--- src/rtl/mem_arb_pkg.sv ---
// Shared types for the memory port arbiter.
//   arb_state_e : arbiter FSM states
//   owner_e     : which requester owns the current/last grant
package mem_arb_pkg;

  typedef enum logic [1:0] {
    ARB_IDLE = 2'd0,
    ARB_BUSY = 2'd1,
    ARB_RESP = 2'd2
  } arb_state_e;

  typedef enum logic {
    OWN_I = 1'b0,
    OWN_D = 1'b1
  } owner_e;

endpackage

--- src/rtl/mem_port_arbiter_if.sv ---
// Bundle of the fetch, memory-stage and cache-side signals of the arbiter.
//   slave  : arbiter view (takes requests and cache responses, drives cache and dones)
//   master : environment view (requesters plus cache)
interface mem_port_arbiter_if #(
  parameter int unsigned ADDR_W = 64,
  parameter int unsigned DATA_W = 64
) ();

  // Fetch side
  logic              if_req;
  logic [ADDR_W-1:0] if_addr;
  logic [DATA_W-1:0] if_data;
  logic              if_done;
  // Memory-stage side
  logic              dm_req;
  logic              dm_wr_en;
  logic [ADDR_W-1:0] dm_addr;
  logic [DATA_W-1:0] dm_wr_value;
  logic [DATA_W-1:0] dm_data;
  logic              dm_done;
  // Pipeline control
  logic              flush;
  // Cache side
  logic              mem_enable;
  logic              mem_wr_en;
  logic [ADDR_W-1:0] mem_addr;
  logic [DATA_W-1:0] mem_wr_value;
  logic [DATA_W-1:0] mem_data;
  logic              mem_complete;

  modport slave (
    input  if_req, if_addr, dm_req, dm_wr_en, dm_addr, dm_wr_value, flush,
    input  mem_data, mem_complete,
    output if_data, if_done, dm_data, dm_done,
    output mem_enable, mem_wr_en, mem_addr, mem_wr_value
  );

  modport master (
    output if_req, if_addr, dm_req, dm_wr_en, dm_addr, dm_wr_value, flush,
    output mem_data, mem_complete,
    input  if_data, if_done, dm_data, dm_done,
    input  mem_enable, mem_wr_en, mem_addr, mem_wr_value
  );

endinterface

--- src/rtl/mem_arb_prio.sv ---
// Combinational winner select for the shared memory port.
//   eff_if_i      : fetch request qualified by !flush
//   dm_req_i      : memory-stage request
//   streak_i      : consecutive data grants while fetch was waiting
//   grant_valid_o : some requester wins this cycle
//   grant_owner_o : winner (data by default, fetch once the streak hits STARVE_MAX)
module mem_arb_prio
  import mem_arb_pkg::*;
#(
  parameter  int unsigned STARVE_MAX = 4,
  localparam int unsigned StreakW    = $clog2(STARVE_MAX + 1)
) (
  input  logic               eff_if_i,
  input  logic               dm_req_i,
  input  logic [StreakW-1:0] streak_i,
  output logic               grant_valid_o,
  output owner_e             grant_owner_o
);

  localparam logic [StreakW-1:0] StreakLim = StreakW'(STARVE_MAX);

  always_comb begin
    grant_valid_o = eff_if_i | dm_req_i;
    grant_owner_o = OWN_D;
    if (eff_if_i && (!dm_req_i || (streak_i == StreakLim))) begin
      grant_owner_o = OWN_I;
    end
  end

endmodule

--- src/rtl/mem_port_arbiter.sv ---
// Shares one cache port between instruction fetch and the memory stage.
//   clk, rst : clock and asynchronous active-high reset
//   bus      : fetch/data request channels, flush, and the cache handshake
//   busy     : a transaction is in flight (BUSY or RESP)
//   owner_d  : current/last grant went to the data side
// The winner's command is registered onto mem_*; mem_enable is held until
// mem_complete, then the owner gets a one-cycle done pulse with the read data.
module mem_port_arbiter
  import mem_arb_pkg::*;
#(
  parameter int unsigned ADDR_W     = 64,
  parameter int unsigned DATA_W     = 64,
  parameter int unsigned STARVE_MAX = 4
) (
  input  logic               clk,
  input  logic               rst,
  mem_port_arbiter_if.slave  bus,
  output logic               busy,
  output logic               owner_d
);

  localparam int unsigned        StreakW   = $clog2(STARVE_MAX + 1);
  localparam logic [StreakW-1:0] StreakLim = StreakW'(STARVE_MAX);

  arb_state_e        state_q, state_d;
  owner_e            grant_owner_q, grant_owner_d;
  logic [ADDR_W-1:0] addr_q, addr_d;
  logic              wr_en_q, wr_en_d;
  logic [DATA_W-1:0] wr_value_q, wr_value_d;
  logic [DATA_W-1:0] if_data_q, if_data_d;
  logic [DATA_W-1:0] dm_data_q, dm_data_d;
  logic [StreakW-1:0] streak_q, streak_d;
  logic              kill_q, kill_d;

  logic   eff_if;
  logic   grant_valid;
  owner_e grant_owner;

  assign eff_if = bus.if_req & ~bus.flush;

  mem_arb_prio #(
    .STARVE_MAX(STARVE_MAX)
  ) u_prio (
    .eff_if_i     (eff_if),
    .dm_req_i     (bus.dm_req),
    .streak_i     (streak_q),
    .grant_valid_o(grant_valid),
    .grant_owner_o(grant_owner)
  );

  // FSM next state and data registers
  always_comb begin
    state_d       = state_q;
    grant_owner_d = grant_owner_q;
    addr_d        = addr_q;
    wr_en_d       = wr_en_q;
    wr_value_d    = wr_value_q;
    if_data_d     = if_data_q;
    dm_data_d     = dm_data_q;
    kill_d        = kill_q;

    case (state_q)
      ARB_IDLE: begin
        if (grant_valid) begin
          grant_owner_d = grant_owner;
          state_d       = ARB_BUSY;
          if (grant_owner == OWN_D) begin
            addr_d     = bus.dm_addr;
            wr_en_d    = bus.dm_wr_en;
            wr_value_d = bus.dm_wr_value;
          end else begin
            addr_d     = bus.if_addr;
            wr_en_d    = 1'b0;
            wr_value_d = '0;
          end
        end
      end
      ARB_BUSY: begin
        if (bus.flush && (grant_owner_q == OWN_I)) begin
          kill_d = 1'b1;
        end
        if (bus.mem_complete) begin
          state_d = ARB_RESP;
          if (grant_owner_q == OWN_D) begin
            dm_data_d = bus.mem_data;
          end else if (!kill_d) begin
            // A flush in the completing cycle already kills this fetch.
            if_data_d = bus.mem_data;
          end
        end
      end
      ARB_RESP: begin
        state_d = ARB_IDLE;
        kill_d  = 1'b0;
      end
      default: begin
        state_d = ARB_IDLE;
      end
    endcase
  end

  // Starvation streak: counts data wins over a live fetch, reset once fetch is served or gone.
  always_comb begin
    streak_d = streak_q;
    if (!bus.if_req) begin
      streak_d = '0;
    end else if ((state_q == ARB_IDLE) && grant_valid) begin
      if (grant_owner == OWN_I) begin
        streak_d = '0;
      end else if (eff_if && (streak_q != StreakLim)) begin
        streak_d = streak_q + 1'b1;
      end
    end
  end

  always_ff @(posedge clk or posedge rst) begin
    if (rst) begin
      state_q       <= ARB_IDLE;
      grant_owner_q <= OWN_I;
      addr_q        <= '0;
      wr_en_q       <= 1'b0;
      wr_value_q    <= '0;
      if_data_q     <= '0;
      dm_data_q     <= '0;
      streak_q      <= '0;
      kill_q        <= 1'b0;
    end else begin
      state_q       <= state_d;
      grant_owner_q <= grant_owner_d;
      addr_q        <= addr_d;
      wr_en_q       <= wr_en_d;
      wr_value_q    <= wr_value_d;
      if_data_q     <= if_data_d;
      dm_data_q     <= dm_data_d;
      streak_q      <= streak_d;
      kill_q        <= kill_d;
    end
  end

  always_comb begin
    bus.mem_enable   = (state_q == ARB_BUSY);
    bus.mem_wr_en    = wr_en_q;
    bus.mem_addr     = addr_q;
    bus.mem_wr_value = wr_value_q;
    bus.if_data      = if_data_q;
    bus.dm_data      = dm_data_q;
    bus.if_done      = (state_q == ARB_RESP) && (grant_owner_q == OWN_I) && !kill_q;
    bus.dm_done      = (state_q == ARB_RESP) && (grant_owner_q == OWN_D);
    busy             = (state_q != ARB_IDLE);
    owner_d          = grant_owner_q;
  end

endmodule

--- src/flat_wrapper.sv ---
// flat-port wrapper written by rule: the top's interface ports become plain ports
module mem_port_arbiter_flat import mem_arb_pkg::*;
#(
  parameter int unsigned ADDR_W     = 64,
  parameter int unsigned DATA_W     = 64,
  parameter int unsigned STARVE_MAX = 4
)
  (clk, rst, busy, owner_d, bus_if_req, bus_if_addr, bus_dm_req, bus_dm_wr_en, bus_dm_addr, bus_dm_wr_value, bus_flush, bus_mem_data, bus_mem_complete, bus_if_data, bus_if_done, bus_dm_data, bus_dm_done, bus_mem_enable, bus_mem_wr_en, bus_mem_addr, bus_mem_wr_value);
  mem_port_arbiter_if #(.ADDR_W(ADDR_W), .DATA_W(DATA_W)) bus_i ();
  input  logic clk;
  input  logic rst;
  output logic busy;
  output logic owner_d;
  input wire logic [$bits(bus_i.if_req)-1:0] bus_if_req;
  input wire logic [$bits(bus_i.if_addr)-1:0] bus_if_addr;
  input wire logic [$bits(bus_i.dm_req)-1:0] bus_dm_req;
  input wire logic [$bits(bus_i.dm_wr_en)-1:0] bus_dm_wr_en;
  input wire logic [$bits(bus_i.dm_addr)-1:0] bus_dm_addr;
  input wire logic [$bits(bus_i.dm_wr_value)-1:0] bus_dm_wr_value;
  input wire logic [$bits(bus_i.flush)-1:0] bus_flush;
  input wire logic [$bits(bus_i.mem_data)-1:0] bus_mem_data;
  input wire logic [$bits(bus_i.mem_complete)-1:0] bus_mem_complete;
  output wire logic [$bits(bus_i.if_data)-1:0] bus_if_data;
  output wire logic [$bits(bus_i.if_done)-1:0] bus_if_done;
  output wire logic [$bits(bus_i.dm_data)-1:0] bus_dm_data;
  output wire logic [$bits(bus_i.dm_done)-1:0] bus_dm_done;
  output wire logic [$bits(bus_i.mem_enable)-1:0] bus_mem_enable;
  output wire logic [$bits(bus_i.mem_wr_en)-1:0] bus_mem_wr_en;
  output wire logic [$bits(bus_i.mem_addr)-1:0] bus_mem_addr;
  output wire logic [$bits(bus_i.mem_wr_value)-1:0] bus_mem_wr_value;
  assign bus_i.if_req = bus_if_req;
  assign bus_i.if_addr = bus_if_addr;
  assign bus_i.dm_req = bus_dm_req;
  assign bus_i.dm_wr_en = bus_dm_wr_en;
  assign bus_i.dm_addr = bus_dm_addr;
  assign bus_i.dm_wr_value = bus_dm_wr_value;
  assign bus_i.flush = bus_flush;
  assign bus_i.mem_data = bus_mem_data;
  assign bus_i.mem_complete = bus_mem_complete;
  assign bus_if_data = bus_i.if_data;
  assign bus_if_done = bus_i.if_done;
  assign bus_dm_data = bus_i.dm_data;
  assign bus_dm_done = bus_i.dm_done;
  assign bus_mem_enable = bus_i.mem_enable;
  assign bus_mem_wr_en = bus_i.mem_wr_en;
  assign bus_mem_addr = bus_i.mem_addr;
  assign bus_mem_wr_value = bus_i.mem_wr_value;
  mem_port_arbiter #(.ADDR_W(ADDR_W), .DATA_W(DATA_W), .STARVE_MAX(STARVE_MAX)) u_core (.clk(clk), .rst(rst), .bus(bus_i), .busy(busy), .owner_d(owner_d));
endmodule
--- config.mk ---
export PLATFORM = sky130hd
export DESIGN_NAME = mem_port_arbiter_flat
export DESIGN_NICKNAME = d
export VERILOG_FILES = /design/src/rtl/mem_arb_pkg.sv /design/src/rtl/mem_port_arbiter_if.sv /design/src/rtl/mem_arb_prio.sv /design/src/rtl/mem_port_arbiter.sv /design/src/flat_wrapper.sv
export SDC_FILE = /design/constraint.sdc
export NUM_CORES = 1
export LEC_CHECK = 0
export ABC_CLOCK_PERIOD_IN_PS = 10300
export BUFFER_PORTS_ARGS = -buffer_cell sky130_fd_sc_hd__buf_2
export CORE_AREA = 3 3 205 207
export DETAILED_ROUTE_END_ITERATION = 16
export DIE_AREA = 0 0 208 210
export PLACE_DENSITY = 0.54
export SYNTH_ARGS = -nofsm -noshare
export SYNTH_HDL_FRONTEND = slang
export SYNTH_HIERARCHICAL = 1
export SYNTH_SLANG_ARGS = --single-unit
--- constraint.sdc ---
create_clock -name clk -period 10.3 [get_ports clk]
set_input_delay 1.03 -clock clk [delete_from_list [all_inputs] [get_ports clk]]
set_output_delay 1.03 -clock clk [all_outputs]
set_load 0.1 [all_outputs]
# ---- Yosys cells after proc, flatten, opt, wreduce, memory -nomap -nowiden
# Cells that the tools add are included.
dict set report op_classes {
  muxes 14
  eq_ne 8
  n_reduce_logical 18
  addsub 1
  bitwise_logic 5
}
# op count
set op_table {}
lappend op_table {{64-bit 2-to-1 mux} 2}
lappend op_table {{3-bit 2-to-1 mux} 4}
lappend op_table {{1-bit logical AND} 7}
lappend op_table {{2-bit AND reduction} 3}
lappend op_table {{1-bit 2-to-1 mux} 4}
lappend op_table {{2-bit 2-to-1 mux} 2}
lappend op_table {{2-bit by 1-bit inequality test with 1-bit output, second input constant} 2}
lappend op_table {{2-bit one-hot mux with 2 select lines} 1}
lappend op_table {{4-bit AND reduction} 1}
lappend op_table {{2-bit nonzero test} 2}
lappend op_table {{3-bit by 1-bit adder with 3-bit output, second input constant} 1}
lappend op_table {{3-bit equality test, second input constant} 1}
lappend op_table {{3-bit by 1-bit inequality test with 1-bit output, second input constant} 1}
lappend op_table {{3-bit inequality test, second input constant} 1}
lappend op_table {{1-bit inverter} 3}
lappend op_table {{3-bit AND reduction} 1}
lappend op_table {{2-bit by 1-bit equality test with 1-bit output, second input constant} 1}
lappend op_table {{2-bit equality test, second input constant} 1}
lappend op_table {{1-bit zero test} 2}
lappend op_table {{2-bit zero test} 1}
lappend op_table {{2-bit inequality test, second input constant} 1}
lappend op_table {{1-bit one-hot mux with 2 select lines} 1}
lappend op_table {{1-bit AND} 1}
lappend op_table {{1-bit logical OR} 1}
lappend op_table {{1-bit OR} 1}
dict set report totals {
  ff_bits 264
  input_bits 263
  output_inout_bits 262
  wordCells 55
}

# ---- Logic depth before layout (Yosys ltp)
# Gate-level depths: netlist of run 1.
dict set report logic_depth {
  ltp_word 7
  depth_mapped 8
  ltp_nobuf 5
}

# ---- Hierarchy
# Netlist of run 1, hierarchy kept.
# module n_inst cells_per_inst area_each_um2 seq_area_each_um2
set by_module_without_submodules {}
lappend by_module_without_submodules {mem_port_arbiter 1 879 10644.0 6606.3}
lappend by_module_without_submodules {mem_arb_prio 1 4 27.5 0.0}

# ---- Worst setup path after synthesis of run 1
# Ideal clock, no wire load.
dict set report synth_path {
  path_type {flip-flop to output port}
  from {register u_core.grant_owner_q, in the netlist u_core/owner_d}
  to {output bus_if_done}
  arrival_time_ns 3.164
  stages_incl_launch_ff 2
  required_ns 9.270
  n_path_buf 0
  path_slack_ns 6.106
  cell_sequence {dfrtp_1 nor3b_1}
}
dict set report synth_between {
  elab_chain_cells 3
}
# item line_no
set synth_rtl {}
lappend synth_rtl {{start: declaration} mem_port_arbiter.sv:26} ;# owner_e grant_owner_q, grant_owner_d;
lappend synth_rtl {{start signal: assignment} mem_port_arbiter.sv:129} ;# grant_owner_q <= grant_owner_d;
lappend synth_rtl {{1-bit inverter (no source line)} --}
lappend synth_rtl {{1-bit logical AND (2 in a row)} mem_port_arbiter.sv:147} ;# bus.if_done = (state_q == ARB_RESP) && (grant_owner_q == OWN_I) && !kill_q;
lappend synth_rtl {{end: declaration} flat_wrapper.sv:24} ;# output wire logic [$bits(bus_i.if_done)-1:0] bus_if_done;
# No other way between the ends.

# ---- Final worst setup path of run 1
dict set report layout_path {
  from {input bus_if_req}
  to {register u_core.addr_q[43], in the netlist u_core/bus.mem_addr[43]}
}
dict set report layout_between {
  elab_chain_cells 3
  word_cells_on_any_way 5
  cone_classes {1 x mux; 2 x bitwise; 2 x reduce/logical}
}
# item line_no
set layout_rtl {}
lappend layout_rtl {{start: declaration} flat_wrapper.sv:14} ;# input wire logic [$bits(bus_i.if_req)-1:0] bus_if_req;
lappend layout_rtl {{1-bit AND} mem_port_arbiter.sv:39} ;# assign eff_if = bus.if_req & ~bus.flush;
lappend layout_rtl {{via u_core.eff_if} mem_port_arbiter.sv:35} ;# logic eff_if;
lappend layout_rtl {{1-bit OR} mem_arb_prio.sv:23} ;# grant_valid_o = eff_if_i | dm_req_i;
lappend layout_rtl {{via u_core.grant_valid} mem_port_arbiter.sv:36} ;# logic grant_valid;
lappend layout_rtl {{2-bit AND reduction (no source line)} --}
lappend layout_rtl {{end signal: assignment} mem_port_arbiter.sv:130} ;# addr_q <= addr_d;
lappend layout_rtl {{end: declaration} mem_port_arbiter.sv:27} ;# logic [ADDR_W-1:0] addr_q, addr_d;
# The timed path passes the listed nets, and every way through them passes these cells.
# A chain may end at the register's enable or synchronous reset.

==> flow_summary.ini, run 1 <==
[outcome]
status = complete, no violations

[synth]
synthSimpleGateAreaFrac = 0.110
synthAdderAreaFrac = 0.00703
synth.distinct_cells = 29
syn-cell-area_um2 = 10700
synth_edf_count = 0
synth_largest_area_cell = dfrtp_1
synth_compound_area_frac = 0.0378
yosys-top-cells-count = dfrtp_1, nand2_1, mux2_2, nand3_1, o21ai_0
synth_top_family_by_area = multiplexers
synth_xor_area_frac = 0
netlist_instances = 883
synth_area_leaders = dfrtp_1, mux2_2, nand2_1
synth_flop_cell = dfrtp_1
synth_fp_nets = 1152
syn_area_per_cell_um2 = 12.1
synth.most_common_cell = dfrtp_1
synthMuxAreaShare = 0.197
ys_ff_latch = 264
ys_async_sr_fraction = 1.00
ys_warn_count = 6
synth_top_area_share = 0.619
yosysSeqAreaShare = 0.619

[finish]
multiInputGateArea_um2 = 3790
layout-drive-gt1-share = 0.503
area_growth_pct = 38.8
final-seq-area_um2 = 6610
n_fill_cell = 4085
fin_nets = 1660

[routing]
ant_nets = 0
vias = 8433
drtIter0Drc = 366
remaining_drc_errors = 0
wire_per_inst_um = 16.5
drt_wl_total_mm = 32.2
drt_first_pass_iters = 6
routed_via_density = 4.33

[critical_path]
r2r_slack_ps = 7520
critPathLaunchType = input port
critPathLaunch = bus_if_req
critPathKind = in2reg
r2r.worst_path.cells = 5
r2r-end = u_core/bus.mem_addr[43]
cp.arrival_ps = 3460
path_max_fanout = 115
endpoint_kind = flop
worst_ep_required_time_ps = 10670
rr_startpoint = u_core/state_q[0]

[floorplan]
die_y_um = 210
core_area_um2 = 40600
fp-row-count = 74
ioPinCount = 525
initial_utilization = 0.263
die-area_um2 = 43700
die_x_um = 208

[placed_design]
hpwl_mm = 23.8
gp_congestion = 0.849
io_buffers = 524

[min_path]
min_path_cells = 2
hp-class = reg2reg
hold-path-endpoint = u_core/bus.mem_wr_value[5]
hp-start = u_core/bus.mem_wr_value[5]

[global_routing]
grt_pass1_vias = 8812
grt_max_degree = 116
grt_first_pass_wirelength_mm = 49.7
grtUsageTotal = 0.140
antenna_found_initial = 5
overflow = 0

[sta]
setup_tns_ps = 0
relSlewSlack = 0.295
slew_violations = 0
skew_ps = 15.1
tightest_slew_ps = 1060
layout_min_cycle_time_ps = 3080
rsz0062_at_grt = false
setup_viol = 0
finalCritPeriodShare = 0.299
hold_viol = 0
fmax_mhz = 324

[clock_network]
cts_resized = 0
htree_levels = 1
cts_setup_buffers = 0
clk_latency_ps = 550
cts_root_buf = clkbuf_16
clk_path_buf_depth = 3
clock_sinks = 264
cts_buffers = 29
cts_hold_buffers = 0
cts_tree = yes
path_clk_slew_ps = 60

[flow_run]
cap_violations = 0
==> placed cells by master, fill, tap and decap left out, types with 2 or more instances in the layout <==
cell / Yosys / final
mux2_2: 124 / 124
inv_6: 0 / 2
diode_2: 0 / 2
buf_4: 0 / 9
clkbuf_16: 0 / 29
clkinv_2: 0 / 4
inv_1: 10 / 9
o211ai_1: 2 / 2
clkinv_4: 0 / 2
a21oi_1: 3 / 3
ha_1: 6 / 6
clkbuf_8: 0 / 3
clkinvlp_4: 0 / 2
dfrtp_1: 264 / 264
mux2_1: 5 / 5
mux2i_1: 65 / 65
bufinv_16: 0 / 5
nor2b_1: 3 / 3
o21ai_0: 66 / 66
buf_2: 14 / 524
clkbuf_1: 32 / 7
nand2_1: 198 / 197
nand3_1: 67 / 66
==> routing by layer <==
metal / GRT usage / vias up / part of all wire
met2: 0.243 / 353 / 0.49
met5: 0 / - / 0.0012
met3: 0.0400 / 53 / 0.078
li1: - / 4022 / -
met1: 0.171 / 3999 / 0.40
met4: 0.0425 / 6 / 0.026
==> worst max path at each step <==
stage | to | slack (ps) | cells after the start
global placement | u_core/bus.mem_addr[24] | 6720 | 6
CTS | bus_if_done | 7230 | 4
detailed placement | u_core/bus.mem_addr[50] | 6630 | 6
floorplan | u_core/bus.dm_data[0] | 2000 | 1
global route | u_core/bus.mem_addr[43] | 6940 | 6
finish | u_core/bus.mem_addr[43] | 7220 | 6
==> critical path: stages <==
cell	delay, ps
buf_2	130
nor2b_1	160
or2_1	270
nand2_4	620
buf_4	860
o21ai_0	240
==> through the flow <==
stage                     worst slack, ps  cell area [um^2]  hold slack (ps)  utilization  cells
after floorplan                      2000             10700              510            -    883
after global placement               6720             13800              446        0.340   1892
after detailed placement             6630             13800              450        0.340   1892
after CTS                            7230             14800              464        0.365   1946
after global routing                 6940             14800              482        0.365   1947
final                                7220             14800              460        0.365   1948
==> flip-flops by register name, summed over array words and instances (netlist names) <==
signal,cells
u_core/bus.mem_addr,64
u_core/state_q,2
u_core/bus.mem_wr_en,1
u_core/kill_q,1
u_core/bus.if_data,64
u_core/streak_q,3
u_core/owner_d,1
u_core/bus.dm_data,64
u_core/bus.mem_wr_value,64
==> final cells by class <==
class | count | share of cell area
well taps | 532 | 0.0449
clock buffers | 39 | 0.0536
inverters | 10 | 0.00304
diodes | 2 | 0.000338
multi-input cells | 553 | 0.256
flip-flops and latches | 264 | 0.446
repair buffers | 533 | 0.182
clock inverters | 15 | 0.0149
==> kinds of logic after synthesis <==
logic type / count (synthesis)
buffers and inverters: 66
flip-flops: 264
multiplexers: 194
adder cells (fa/ha/maj): 6
AND/OR/NAND/NOR: 276
AO/OA/AOI/OAI: 77
Power of run 1 is left out: the tool's default activity adds up to more than one toggle a clock period on the data nets, which glitch-free logic cannot reach.
==> run 2, diff against run 1 <==
--- a/config.mk
+++ b/config.mk
@@ -5,7 +5,7 @@
 export SDC_FILE = /design/constraint.sdc
 export NUM_CORES = 1
 export LEC_CHECK = 0
-export ABC_CLOCK_PERIOD_IN_PS = 10300
+export ABC_CLOCK_PERIOD_IN_PS = 3000
 export BUFFER_PORTS_ARGS = -buffer_cell sky130_fd_sc_hd__buf_2
 export CORE_AREA = 3 3 205 207
 export DETAILED_ROUTE_END_ITERATION = 16
==> constraint.sdc (replaced) <==
create_clock -name clk -period 3 [get_ports clk]
set_input_delay 0.3 -clock clk [delete_from_list [all_inputs] [get_ports clk]]
set_output_delay 0.3 -clock clk [all_outputs]
set_load 0.1 [all_outputs]
==> flow_summary.ini, run 2 (synthesis results as in run 1) <==
[critical_path]
path_max_fanout = 5
r2r-end = u_core/bus.if_data[31]
critPathLaunchType = flop
endpoint_kind = output pin
worst_ep_required_time_ps = 2700
cp.arrival_ps = 1850
r2r.worst_path.cells = 6
critPathKind = reg2out
cpMaxStageDelayCell = buf_2
r2r_slack_ps = 910
slowest_delay_ps = 510
crit_chain = inv_1, ha_1, buf_2
rr_startpoint = u_core/state_q[1]

[routing]
ant_nets = 0
wire_per_inst_um = 16.0
drt_wl_total_mm = 33.3
remaining_drc_errors = 0
routed_via_density = 4.29
vias = 8937
drtIter0Drc = 349
drt_first_pass_iters = 4

[finish]
n_fill_cell = 4013
fin_nets = 1799
final_common_cell = buf_2
layout-drive-gt1-share = 0.466
area_growth_pct = 52.1
final_cell_mix = buf_2, dfrtp_1, nand2_1

[global_routing]
overflow = 0
antenna_found_initial = 3
grt_first_pass_wirelength_mm = 51.7
grt_pass1_vias = 9536
grtUsageTotal = 0.145
grt_max_degree = 80

[floorplan]
die_y_um = 210
die_x_um = 208
core_area_um2 = 40600
ioPinCount = 525
initial_utilization = 0.263
fp-row-count = 74
die-area_um2 = 43700

[clock_network]
path_clk_slew_ps = 60
htree_levels = 1
clk_path_buf_depth = 3
cts_buffers = 29
clk_latency_ps = 540
cts_setup_buffers = 0
cts_tree = yes
clock_sinks = 264
cts_root_buf = clkbuf_16

[min_path]
hp-class = in2reg
hold-path-endpoint = u_core/bus.if_data[59]
min_path_cells = 2
hp-start = bus_mem_data[59]

[sta]
skew_ps = 8.47
fmax_mhz = 465
rsz0062_at_grt = false
setup_viol = 0
tightest_slew_ps = 656
hold_viol = 0
layout_min_cycle_time_ps = 2150
timing.hold.ws_ps = 23.1
relSlewSlack = 0.562
finalCritPeriodShare = 0.718
slew_violations = 0

[placed_design]
hpwl_mm = 24.5
gp_congestion = 0.834
io_buffers = 524

[outcome]
status = complete, no violations

[flow_run]
cap_violations = 0
## run 2: what timing repair did
item,in CTS,in global routing
gates resized for setup,0,0
endpoints found under the setup margin,0,0
hold buffers,126,0
endpoints found under the hold margin,203,0
## run 2: final cells by class
class / instances / area, um^2 / area share
Sequential cell: 264 / 6610 / 0.407
Timing Repair Buffer: 672 / 4190 / 0.258
Multi-Input combinational cell: 553 / 3790 / 0.234
Clock buffer: 44 / 862 / 0.0531
Tap cell: 532 / 666 / 0.0410
Clock inverter: 8 / 78.8 / 0.00486
Inverter: 10 / 41.3 / 0.00254
Antenna cell: 1 / 2.50 / 0.000154
## run 2: how the worst max path moves through the flow
stage	start	to	slack [ps]	cells past startpoint
3_5_place_dp	u_core/state_q[1]	u_core/bus.if_data[38]	880	6
3_3_place_gp	u_core/state_q[1]	u_core/bus.if_data[47]	990	6
5_1_grt	u_core/state_q[0]	bus_if_done	710	4
4_1_cts	u_core/state_q[1]	bus_mem_enable	770	3
2_1_floorplan	rst	u_core/bus.dm_data[0]	-780	1
6_report	u_core/state_q[1]	bus_mem_enable	850	3
## run 2: critical path, delay by kind of cell (launching register included)
kind / cells / cell delay (ps)
fa+ha+maj: 1 / 300
buf+inv: 2 / 630
flops: 1 / 380
## run 2: metal layers
| layer | track usage | routed length (um) | share of wire |
|---|---|---|---|
| met1 | 0.173 | 13400 | 0.40 |
| met2 | 0.253 | 16200 | 0.49 |
| met3 | 0.0421 | 2730 | 0.082 |
| met4 | 0.0442 | 884 | 0.027 |
| met5 | 0 | 21 | 0.00063 |
## run 2: through the flow
stage | setup WS [ps] | utilization | cells | cell area [um^2] | setup TNS [ps]
2_1_floorplan | -784 | - | 883 | 10700 | -206850
3_3_place_gp | 989 | 0.346 | 1905 | 14000 | 0
3_5_place_dp | 878 | 0.346 | 1905 | 14000 | 0
4_1_cts | 768 | 0.400 | 2083 | 16200 | 0
5_1_grt | 714 | 0.400 | 2084 | 16200 | 0
6_report | 847 | 0.400 | 2084 | 16200 | 0
Power of run 2 is left out for the same reason.
